File: config.mk
export PLATFORM = sky130hd
export DESIGN_NAME = insn_parcel_buffer
export DESIGN_NICKNAME = d
export VERILOG_FILES = /design/src/rtl/insn_parcel_buffer_pkg.sv /design/src/rtl/insn_parcel_buffer_aligner.sv /design/src/rtl/insn_parcel_buffer.sv
export SDC_FILE = /design/constraint.sdc
export NUM_CORES = 1
export LEC_CHECK = 0
export BUFFER_PORTS_ARGS = -buffer_cell sky130_fd_sc_hd__buf_2
export CAP_MARGIN = 40
export CORE_UTILIZATION = 45
export DETAILED_ROUTE_END_ITERATION = 10
export SLEW_MARGIN = 40
export SYNTH_ARGS = -nofsm -noshare
export SYNTH_HDL_FRONTEND = slang
export SYNTH_SLANG_ARGS = --single-unit
File: constraint.sdc
create_clock -name clk -period 25.6 [get_ports clk]
set_input_delay 6.4 -clock clk [delete_from_list [all_inputs] [get_ports clk]]
set_output_delay 6.4 -clock clk [all_outputs]
set_load 0.1 [all_outputs]
File: src/rtl/insn_parcel_buffer_pkg.sv
// Shared processor types used by the fetch/decode instruction parcel buffer.
// Holds buffer sizing constants, the parcel entry record and the
// 16-bit parcel length-decode helper.
package insn_parcel_buffer_pkg;

    localparam int INSN_BUFFER_PARCEL_DEPTH  = 8;
    localparam int INSN_BUFFER_WRITE_PARCELS = 2;

    typedef logic [31:0] addr_t;
    typedef logic [31:0] insn_t;

    // Occupancy count; one extra bit so a completely full buffer is representable.
    typedef logic [$clog2(INSN_BUFFER_PARCEL_DEPTH):0] insn_parcel_count_t;

    // One 16-bit instruction parcel as delivered by fetch.
    typedef struct packed {
        addr_t       pc;
        logic        fault;
        logic [15:0] insn;
    } InsnBufferEntry;

    // A parcel whose low two bits are not 2'b11 starts a 16-bit instruction.
    function automatic logic is_rvc_parcel(input logic [15:0] parcel);
        return parcel[1:0] != 2'b11;
    endfunction

endpackage

File: src/rtl/insn_parcel_buffer_aligner.sv
// Combinational instruction aligner: looks at the head and next parcels and
// decides the instruction length, assembled bits, fault and validity.
// Compressed (16-bit) decode exists only when RAFI_RVC_EN is defined;
// otherwise every non-faulting instruction is two parcels wide.
module insn_parcel_aligner
    import insn_parcel_buffer_pkg::*;
#(
    parameter int CNT_W = 4
) (
    input  InsnBufferEntry   head,
    input  InsnBufferEntry   next,
    input  logic [CNT_W-1:0] count,
    output logic             valid,
    output logic [1:0]       length,
    output insn_t            insn,
    output logic             fault,
    output logic             compressed
);

    logic head_c;
    logic have_one;
    logic have_two;

    // pc fields are not needed to align; the top forwards head.pc itself.
    logic unused_pc;
    assign unused_pc = ^{head.pc, next.pc};

    // Length decode, then pick one or two parcels. A faulting head is emitted
    // alone so decode sees the fault without waiting on a parcel that may
    // never arrive.
    always_comb begin
`ifdef RAFI_RVC_EN
        head_c = is_rvc_parcel(head.insn);
`else
        head_c = 1'b0;
`endif
        have_one   = count != '0;
        have_two   = count >= CNT_W'(2);
        compressed = head_c;
        if (head.fault || head_c) begin
            length = 2'd1;
            insn   = {16'h0, head.insn};
            valid  = have_one;
            fault  = head.fault;
        end else begin
            length = 2'd2;
            insn   = {next.insn, head.insn};
            valid  = have_two;
            fault  = next.fault;
        end
    end

endmodule

File: src/rtl/insn_parcel_buffer.sv
// Instruction parcel buffer between fetch and decode.
// Circular buffer of 16-bit parcels; accepts up to WRITE_PARCELS parcels per
// cycle and presents one aligned 16- or 32-bit instruction per cycle.
// Optional feature macro: RAFI_RVC_EN enables 16-bit (compressed) decode.
module insn_parcel_buffer
    import insn_parcel_buffer_pkg::*;
#(
    parameter int DEPTH         = INSN_BUFFER_PARCEL_DEPTH,
    parameter int WRITE_PARCELS = INSN_BUFFER_WRITE_PARCELS
) (
    input  logic                                 clk,
    input  logic                                 rstn,
    input  logic                                 flush,
    input  logic                                 in_valid,
    input  logic [$clog2(WRITE_PARCELS):0]       in_count,
    input  InsnBufferEntry [WRITE_PARCELS-1:0]   in_entry,
    output logic                                 in_ready,
    output logic                                 out_valid,
    input  logic                                 out_ready,
    output addr_t                                out_pc,
    output insn_t                                out_insn,
    output logic                                 out_compressed,
    output logic                                 out_fault,
    output logic [$clog2(DEPTH):0]               count
);

    localparam int PTR_W = $clog2(DEPTH);
    localparam int CNT_W = PTR_W + 1;

    InsnBufferEntry   mem_q [DEPTH];
    InsnBufferEntry   mem_d [DEPTH];
    logic [PTR_W-1:0] head_q, head_d;
    logic [PTR_W-1:0] tail_q, tail_d;
    logic [CNT_W-1:0] count_q, count_d;

    InsnBufferEntry   head_ent;
    InsnBufferEntry   next_ent;
    logic [1:0]       pop_len;
    logic             push;
    logic             pop;
    logic [CNT_W-1:0] push_n;
    logic [CNT_W-1:0] pop_n;

    // Head and the parcel after it (natural pointer wrap) feed the aligner.
    always_comb begin
        head_ent = mem_q[head_q];
        next_ent = mem_q[head_q + PTR_W'(1)];
    end

    insn_parcel_aligner #(
        .CNT_W (CNT_W)
    ) u_aligner (
        .head       (head_ent),
        .next       (next_ent),
        .count      (count_q),
        .valid      (out_valid),
        .length     (pop_len),
        .insn       (out_insn),
        .fault      (out_fault),
        .compressed (out_compressed)
    );

    assign out_pc = head_ent.pc;
    assign count  = count_q;

    // Ready looks only at registered occupancy so there is no path from
    // out_ready back to in_ready; a same-cycle pop is not credited.
    always_comb begin
        in_ready = (CNT_W'(DEPTH) - count_q) >= CNT_W'(WRITE_PARCELS);
        push     = in_valid && in_ready;
        pop      = out_valid && out_ready;
        push_n   = push ? CNT_W'(in_count) : '0;
        pop_n    = pop  ? CNT_W'(pop_len)  : '0;
    end

    // Next state: flush wins and drops any push; otherwise write the pushed
    // slots at tail onward, advance head by the consumed length.
    always_comb begin
        mem_d   = mem_q;
        head_d  = head_q;
        tail_d  = tail_q;
        count_d = count_q;
        if (flush) begin
            head_d  = '0;
            tail_d  = '0;
            count_d = '0;
        end else begin
            if (push) begin
                for (int i = 0; i < WRITE_PARCELS; i++) begin
                    if (i < int'(in_count)) begin
                        mem_d[tail_q + PTR_W'(i)] = in_entry[i];
                    end
                end
                tail_d = tail_q + PTR_W'(in_count);
            end
            if (pop) begin
                head_d = head_q + PTR_W'(pop_len);
            end
            count_d = count_q + push_n - pop_n;
        end
    end

    // Pointers and occupancy reset asynchronously.
    always_ff @(posedge clk or negedge rstn) begin
        if (!rstn) begin
            head_q  <= '0;
            tail_q  <= '0;
            count_q <= '0;
        end else begin
            head_q  <= head_d;
            tail_q  <= tail_d;
            count_q <= count_d;
        end
    end

    // Parcel storage is not reset; occupancy alone says what is meaningful.
    always_ff @(posedge clk) begin
        mem_q <= mem_d;
    end

endmodule
### Yosys cells after proc, flatten, opt, wreduce, memory -nomap -nowiden

Index checks and enable logic that the tools add are counted.

* reduce and logical (&&, ||, !) cells: 8
* bitwise operators: 5
* mux-type cells: 27
* add/sub/neg operators: 7
* magnitude comparators: 10

Operators with widths (number)
* $mux 392: 4
* $bwmux 392: 2
* $bmux 49 s3: 2
* $demux 49 s3: 2
* $mux 49: 4
* $mux 17: 2
* $mux 32: 1
* $ge 4x4->1 const B: 4
* $not 3->4: 4
* $mux 3: 4
* $ge 4x2->1 const B: 2
* $lt 4x1->1 const B: 2
* $add 3x1->3 const B: 2
* $add 3x2->3: 2
* $mux 2: 3
* $add 4x2->4: 1
* $logic_and 1x1->1: 4
* $lt 1x2->1 const A: 2
* $mux 4: 1
* $reduce_bool 2->1: 2
* $reduce_bool 4->1: 1
* $sub 4x2->4: 1
* $sub 4x4->4 const A: 1
* $mux 1: 2
* other kinds (2): 2

* input port bits: 105
* logic and storage cells: 84
* bits in registers: 402
* output and inout bits: 72

### Depth between registers and ports, before layout

Gate-level depths: netlist of run 1.

* depth after elaboration: 11
* mapped depth: 12
* gate-level depth less buffers: 12

### By module

From an unflattened synthesis of run 1, not the netlist that was laid out.

* cells, all modules: 2310
* area total of the unflattened synthesis: 27386.3 sq um

Modules (own cells, without submodules)
* insn_parcel_buffer: sequential area each 12021.5 sq um, area each 27104.7 sq um, cells each 2271, times used 1
* insn_parcel_aligner: sequential area each 0.0 sq um, area each 281.5 sq um, cells each 39, times used 1

### Worst setup path after synthesis of run 1

OpenSTA, ideal clock, no wires.

* path type: in2reg
* from: input in_valid
* to: register mem_q[0] in the netlist's numbering, enable pin
* arrival time: 23941 ps
* slack: 462 ps
* setup time: 1197 ps
* buffers on the path: 0
* stages on the path: 3
* required time: 24403 ps
* path through: inv_1 -> a41oi_2 -> nor2b_1

* longest elaborated chain between the ends: 2

Ends and longest elaborated chain
* start: declaration: line insn_parcel_buffer.sv:14 `input logic in_valid,`
* $logic_and 1x1->1: line insn_parcel_buffer.sv:70 `push = in_valid && in_ready;`
* $reduce_and 2->1 (no line)
* end signal: assignment: line insn_parcel_buffer.sv:118 `mem_q <= mem_d;`
* end: declaration: line insn_parcel_buffer.sv:30 `InsnBufferEntry mem_q [DEPTH];`

Every way passes these cells.
A chain may end at the register's enable or synchronous reset.

### Worst setup path after layout of run 1

* from: register head_q[0]
* to: output out_insn[20]

* longest elaborated chain between the ends: 6
* elaborated cells on any way between the ends: 10
* classes of those cells: 1 x add/sub; 7 x mux; 2 x bitwise

Ends and longest elaborated chain
* start: declaration: line insn_parcel_buffer.sv:32 `logic [PTR_W-1:0] head_q, head_d;`
* start signal: assignment: line insn_parcel_buffer.sv:106 `head_q <= '0;`
* start signal: assignment: line insn_parcel_buffer.sv:110 `head_q <= head_d;`
* $add 3x1->3: line insn_parcel_buffer.sv:47 `next_ent = mem_q[head_q + PTR_W'(1)];`
* $not 3->4 (implied by the code): line insn_parcel_buffer.sv:47
* $bmux 49 s3: line insn_parcel_buffer.sv:47
* $mux 17 (implied by the code) (2 in series): line insn_parcel_buffer.sv:47
* $mux 32 *: line insn_parcel_buffer_aligner.sv:40 `if (head.fault || head_c) begin`
* end: declaration: line insn_parcel_buffer.sv:21 `output insn_t out_insn,`

Every way passes the cells marked *; elsewhere a longest branch is shown, timed or not. The select of a mux whose other input is x is not followed.

==> results of run 1 <==
==> worst reg2reg max path: cells and delay by family (launching register included) <==
family                     cells  cell delay [ns]
AOI/OAI and AO/OA              2             0.34
xor gates and xnor gates       1             0.13
adders and majority gates      2             0.65
buffers and inverters          3             0.97
DFF                            1             0.71
and+or+nand+nor                2             0.25
muxes                          2             1.04
==> power by group through the flow <==
stage / Clock (mW) / Sequential, mW / Combinational (mW)
after global routing: 0.670 / 1.09 / 1.79
final: 0.636 / 1.07 / 1.69
after floorplan: 0 / 1.13 / 1.37
after detailed placement: 0 / 1.09 / 1.69
after global placement: 0 / 1.09 / 1.65
after CTS: 0.646 / 1.08 / 1.69
==> state kept, by name, summed over array words and instances (netlist names) <==
signal and flops:
head_q 3, mem_q 392, tail_q 3, count 4
==> cells by family after synthesis <==
family / Yosys count / share of synthesized area, %
AOI/OAI and AO/OA: 417 / 8.43
DFF: 402 / 48.0
and+or+nand+nor: 479 / 7.53
xor gates and xnor gates: 7 / 0.245
buffers and inverters: 278 / 4.87
adders and majority gates: 15 / 0.869
other: 1 / 0.0150
muxes: 580 / 30.1
==> area by class of cell <==
class                   count  area, sq um
inverters                  11         41.3
diodes                      3         7.51
clock buffers              73         1330
multi-input cells        1499        11900
well taps                 748          936
flip-flops and latches    402        12000
repair buffers            216         1320
clock inverters            12         75.1
fillers                  4904        27400
==> path summary, 6_finish.rpt <==
path / endpoint / depth (start not counted)
max: out_insn[20] / 6
min: mem_q[340]$_DFFE_PP_ / 2
max reg2reg: count[3]$_DFF_PN0_ / 12
min reg2reg: mem_q[340]$_DFFE_PP_ / 2
max in group asynchronous: head_q[2]$_DFFE_PN0P_ / 1
min in group asynchronous: count[1]$_DFF_PN0_ / 1
==> metrics by stage <==
step | hold slack (ns) | instance area, sq um | std cells | util (%) | setup slack (ns)
CTS | 0.633 | 27600 | 2959 | 50.1 | 15.02
detailed placement | 0.619 | 26200 | 2874 | 47.6 | 15.65
finish | 0.634 | 27700 | 2964 | 50.2 | 15.18
floorplan | 0.576 | 25000 | 2179 | - | 0.462
global placement | 0.608 | 26100 | 2870 | 47.4 | 15.42
global route | 0.655 | 27700 | 2962 | 50.2 | 15.00
==> synthesized netlist by cell type (3+ instances only) <==
cell type and n:
buf_2 63, nand2b_1 6, nand2_1 239, clkbuf_1 137
nor3_2 4, xnor2_1 4, dfrtp_1 10, ha_1 11
o21ai_0 192, edfxtp_1 392, o21ai_1 5, mux4_2 132
buf_1 16, a21oi_1 214, inv_1 11, xor2_1 3
nand4_1 3, buf_4 10, nor2_1 212, clkbuf_2 39
mux2_2 49, fa_1 4, nor2b_1 6, mux2i_1 396
==> metal layers <==
| layer | wire length [um] | share of wire (%) |
|---|---|---|
| met4 | 1480 | 2.0 |
| met1 | 31900 | 44 |
| met2 | 33600 | 46 |
| met3 | 5250 | 7.2 |
| met5 | 81 | 0.11 |
==> reports/summary.txt, run 1 <==
DRT Wirelength = 72,400 um
Row Count = 86
Post-synth top area share = 47.0%
GRT busiest layer = met2
Post-CTS setup buffer count = 0
Setup Viol. Count Final = 0
Violated checks = design-rule violations
Synth warn = 0
Relative slew slack = 42.1%
Vias = 17,700
Die H = 238 um
Clock Root Buffer = clkbuf_16
Syn nets = 2,299
Fin Clk Skew = 0.0134 ns
Clock Tree Buf Depth = 3
IR drop worst, VDD = 105 uV
Max FO, Critical Path = 48
R2R Path Start = head_q[0]$_DFFE_PN0P_
Synth top area cells = edfxtp_1, mux2i_1, mux4_2, a21oi_1, o21ai_0
Hold Violations, Final = 0
Period minus WS final = 10.42 ns
Max frequency = 0.0960 GHz
Worst R2R Setup Slack = 21.39 ns
Cell area after synthesis = 0.0250 sq mm
Synth cell types = 43
Fraction of layout cells with a size suffix above 1 = 21.6%
Setup TNS Final = 0 ns
Critical path required time = 19.20 ns
Tot Pwr = 3.40 mW
Worst setup startpoint = head_q[0]$_DFFE_PN0P_
Die W = 238 um
Yosys reg bits = 402
Max Slew Vio Count = 0
Drt first pass iters = 11
Post-CTS Resized = 0
Power share of the clock group = 18.7%
EDFF count, synth = 392
CTS tree = yes
Ys flop type = edfxtp_1
Internal power = 1.86 mW
Period utilization = 40.7%
CP peak stage delay = 0.71 ns
H-tree levels = 2
Avg WL per Cell = 24.4 um
Leakage = 9.59 nW
Crit path DAT = 4.02 ns
Total CTS buffers = 48
Hold_sp = mem_q[340]$_DFFE_PP_
Register area share after synthesis = 48.0%
Cells after synthesis = 2,179
Port Buffer Count = 175
Critical-path top delay cell = dfrtp_4
CP bufs+invs = 3
Async SR Flop Fraction = 2.49%
Critical Path, Cell by Cell = buf_12 -> buf_6 -> mux4_2 -> mux2_4 -> a21oi_1 -> buf_2
Initial Util = 45.5%
Top delay family on crit path = buffers and inverters
Number of remaining DRC errors = 2
GR met3 Demand/Resource = 4.75%
Vias in the first global route = 17,500
First-pass GRT wire length = 110,000 um
RSZ-0062 raised after global routing = false
Crit path capture type = output pin
GR Util met2 = 40.2%
Crit Path Class = flop to output pin
Clock sinks = 402
CTS hold repair buffers = 0
Commonest non-fill, non-tap cell in the layout = mux2i_1
Worst slew pin tran = 0.868 ns
Syn avg cell area = 11.5 sq um
Antenna violations before repair = 11
Run status = complete, but fails checks
DP HPWL = 40,500 um
Met1 Usage GRT = 35.9%
PwrDens = 123 mW/mm^2
Grt total ovfl = 0
Switching part of the total = 45.4%
Hold Path Class = flop to flop
Most area-hungry cell type in the Yosys netlist = edfxtp_1
First DRT Iteration DRCs = 1,949
Vias/cell = 5.98
Comb power frac = 49.8%
Core area = 0.0551 sq mm
Die ar. = 0.0566 sq mm
CP Launch Type = flop
Nets@finish = 2,298
Sequential Power Share = 31.5%
Area grow syn2layout = 10.5%
Max cap viols = 0
Largest net degree at the start of global routing = 102
Io pins = 177
Total GRT Usage = 25.4%
Post-DRT Antenna Nets = 0
Worst-path clk slew = 0.06 ns
Net switching power = 1.55 mW
Clk_lat worst skew = 0.58 ns
RePlAce Congestion = 0.793
Most frequent cells in the layout = mux2i_1, edfxtp_1, nand2_1
Note: power is estimated with default switching activity, not from simulation.
==> inputs of run 2 (changes only) <==
- ABC_AREA: default -> 1
- clock period: 25.6 -> 9.7 ns (I/O delays scaled with it)
==> run 2 against run 1 <==
The run now ends clean. Combinational power grew to 3.5 times the previous value. Sequential power rose to 2.6 times the previous value. Non-clock buffer count unchanged. Via count rose by 39%. Die area up 2.4%. Total power grew to 3.1 times the previous value. Routed wire length is 25% higher. Global-route usage increased by 5.5 points. Clock power rose to 2.9 times the previous value. Worst hold slack better by 0.026 ns. Sequential cell count unchanged. Critical path type unchanged.
==> reports/summary.txt, run 2 <==
Fin Clk Skew = 0.0168 ns
Post-DRT Antenna Nets = 0
Vias in the first global route = 23,000
Vias = 24,600
Post-CTS setup buffer count = 0
Most flop-heavy register = mem_q
Synth cell types = 31
Max reg flops = 392
Largest net degree at the start of global routing = 155
Max Slew Vio Count = 0
Period utilization = 73.8%
Async SR Flop Fraction = 2.49%
Clock Root Buffer = clkbuf_16
Leakage = 11.1 nW
Post-synth top area share = 45.9%
Total GRT Usage = 30.9%
First DRT Iteration DRCs = 2,920
Hold Path Class = flop to flop
Period minus WS final = 7.16 ns
Run status = complete, no violations
Critical-path top delay cell = dfrtp_4
Ys flop type = edfxtp_1
Post-synth top cells = nand2_1, o21ai_0, edfxtp_1
Commonest non-fill, non-tap cell in the layout = nand2_1
Core area = 0.0564 sq mm
Clock Tree Buf Depth = 3
Register area share after synthesis = 46.9%
RePlAce Congestion = 0.856
Clock sinks = 402
Max cap viols = 0
Worst setup startpoint = head_q[0]$_DFFE_PN0P_
Synth top area cells = edfxtp_1, o21ai_0, nand2_1, o211ai_1, a31oi_1
Crit path capture type = output pin
Syn nets = 3,349
Worst R2R Setup Slack = 5.18 ns
Post-CTS Resized = 0
Most frequent cells in the layout = nand2_1, o21ai_0, edfxtp_1
Max FO, Critical Path = 86
Avg WL per Cell = 22.8 um
EDFF count, synth = 392
PnR worst setup slack = 2.54 ns
Cell area after synthesis = 0.0257 sq mm
Die ar. = 0.0580 sq mm
R2R Path Start = head_q[0]$_DFFE_PN0P_
Port Buffer Count = 175
IR drop worst, VDD = 346 uV
Vias/cell = 6.21
Crit Path Class = flop to output pin
First-pass GRT wire length = 138,000 um
Row Count = 87
Hold_sp = mem_q[384]$_DFFE_PP_
Worst slack, placed = 2.98 ns
Crit path DAT = 4.74 ns
Die H = 241 um
Worst slew pin tran = 0.934 ns
Hold Violations, Final = 0
Yosys reg bits = 402
RSZ-0062 raised after global routing = false
H-tree levels = 2
Most common cell in the netlist = nand2_1
Total CTS buffers = 50
CP peak stage delay = 0.81 ns
Initial Util = 45.5%
Cells after synthesis = 3,229
PwrDens = 374 mW/mm^2
Syn avg cell area = 7.95 sq um
Worst-path clk slew = 0.06 ns
Io pins = 177
DRT Wirelength = 90,300 um
CTS hold repair buffers = 0
Grt total ovfl = 0
Drt first pass iters = 6
Nets@finish = 3,280
Area grow syn2layout = 9.93%
Final core occ = 50.0%
Antenna violations before repair = 13
Relative slew slack = 37.7%
Setup TNS Final = 0 ns
Setup Viol. Count Final = 0
Die W = 241 um
Clk_lat worst skew = 0.60 ns
CTS tree = yes
Fraction of layout cells with a size suffix above 1 = 9.88%
Most area-hungry cell type in the Yosys netlist = edfxtp_1
Max frequency = 0.140 GHz
CP Launch Type = flop
Critical Path, Cell by Cell = buf_4 -> buf_6 -> nand2_1 -> nand3_1 -> nand3_1 -> nand2_1 -> clkinv_1 -> nor2_1 -> buf_2
DP HPWL = 48,000 um
Synth warn = 0
Number of remaining DRC errors = 0
Critical path required time = 7.28 ns
-- run 2: cell types whose count changed after synthesis, moves of 132 or more --
cell,before,now
a31oi_1,1,273
inv_1,11,242
mux2i_1,396,0
mux4_2,132,0
nand2_1,239,523
nand3_1,2,242
o211ai_1,0,232
o21ai_0,192,448
-- run 2: area by class of cell --
class / count / area [sq um]
well taps: 756 / 946
flip-flops and latches: 402 / 12000
inverters: 248 / 937
diodes: 8 / 20.0
repair buffers: 216 / 1330
clock inverters: 23 / 198
clock buffers: 67 / 1340
fillers: 5432 / 28200
multi-input cells: 2242 / 11400
-- run 2: path summary, 6_finish.rpt --
| check | end | depth (start not counted) |
|---|---|---|
| worst max-delay path | out_insn[31] | 9 |
| worst min-delay path | mem_q[384]$_DFFE_PP_ | 2 |
| worst max register to register | head_q[1]$_DFFE_PN0P_ | 13 |
| worst min register to register | mem_q[384]$_DFFE_PP_ | 2 |
| max in group asynchronous | head_q[1]$_DFFE_PN0P_ | 1 |
| min in group asynchronous | count[0]$_DFF_PN0_ | 1 |
-- run 2: where the power goes --
| group | total (mW) | leakage, nW | switching, mW | internal (mW) |
|---|---|---|---|---|
| Clock | 1.82 | 0.746 | 0.775 | 1.04 |
| Combinational | 5.91 | 6.56 | 4.70 | 1.22 |
| Sequential | 2.83 | 3.79 | 0.255 | 2.58 |
| Total | 10.6 | 11.1 | 5.72 | 4.84 |
-- run 2: logic make-up after synthesis --
family / count (synthesis) / share of synthesized area [%]
flops: 402 / 46.9
fa+ha+maj: 15 / 0.848
simple gates: 1118 / 17.8
xor+xnor: 5 / 0.244
other cells: 1 / 0.0146
compound gates: 1103 / 25.1
buf+inv: 585 / 9.08
-- run 2: metrics by stage --
| stage | cells | hold WS [ns] | area, sq um | power, mW |
|---|---|---|---|---|
| 2_1_floorplan | 3229 | 0.614 | 25700 | 7.39 |
| 3_3_place_gp | 3861 | 0.641 | 26500 | 8.59 |
| 3_5_place_dp | 3862 | 0.643 | 26600 | 8.70 |
| 4_1_cts | 3952 | 0.664 | 28100 | 10.5 |
| 5_1_grt | 3958 | 0.677 | 28200 | 11.1 |
| 6_report | 3962 | 0.660 | 28200 | 10.6 |
-- run 2: worst max-delay path, delay by kind of cell, from the launching register on --
kind / cells / cell delay, ns
buffers and inverters: 4 / 2.33
AND/OR/NAND/NOR: 5 / 0.93
flip-flops: 1 / 0.81
-- run 2: per-layer routing --
| metal | global-route usage (%) | share of wire [%] | vias to the layer above |
|---|---|---|---|
| li1 | - | - | 11400 |
| met1 | 41.4 | 41 | 11700 |
| met2 | 50.7 | 47 | 1312 |
| met3 | 4.64 | 9.3 | 228 |
| met4 | 11.6 | 3.1 | 8 |
| met5 | 0 | 0.051 | - |
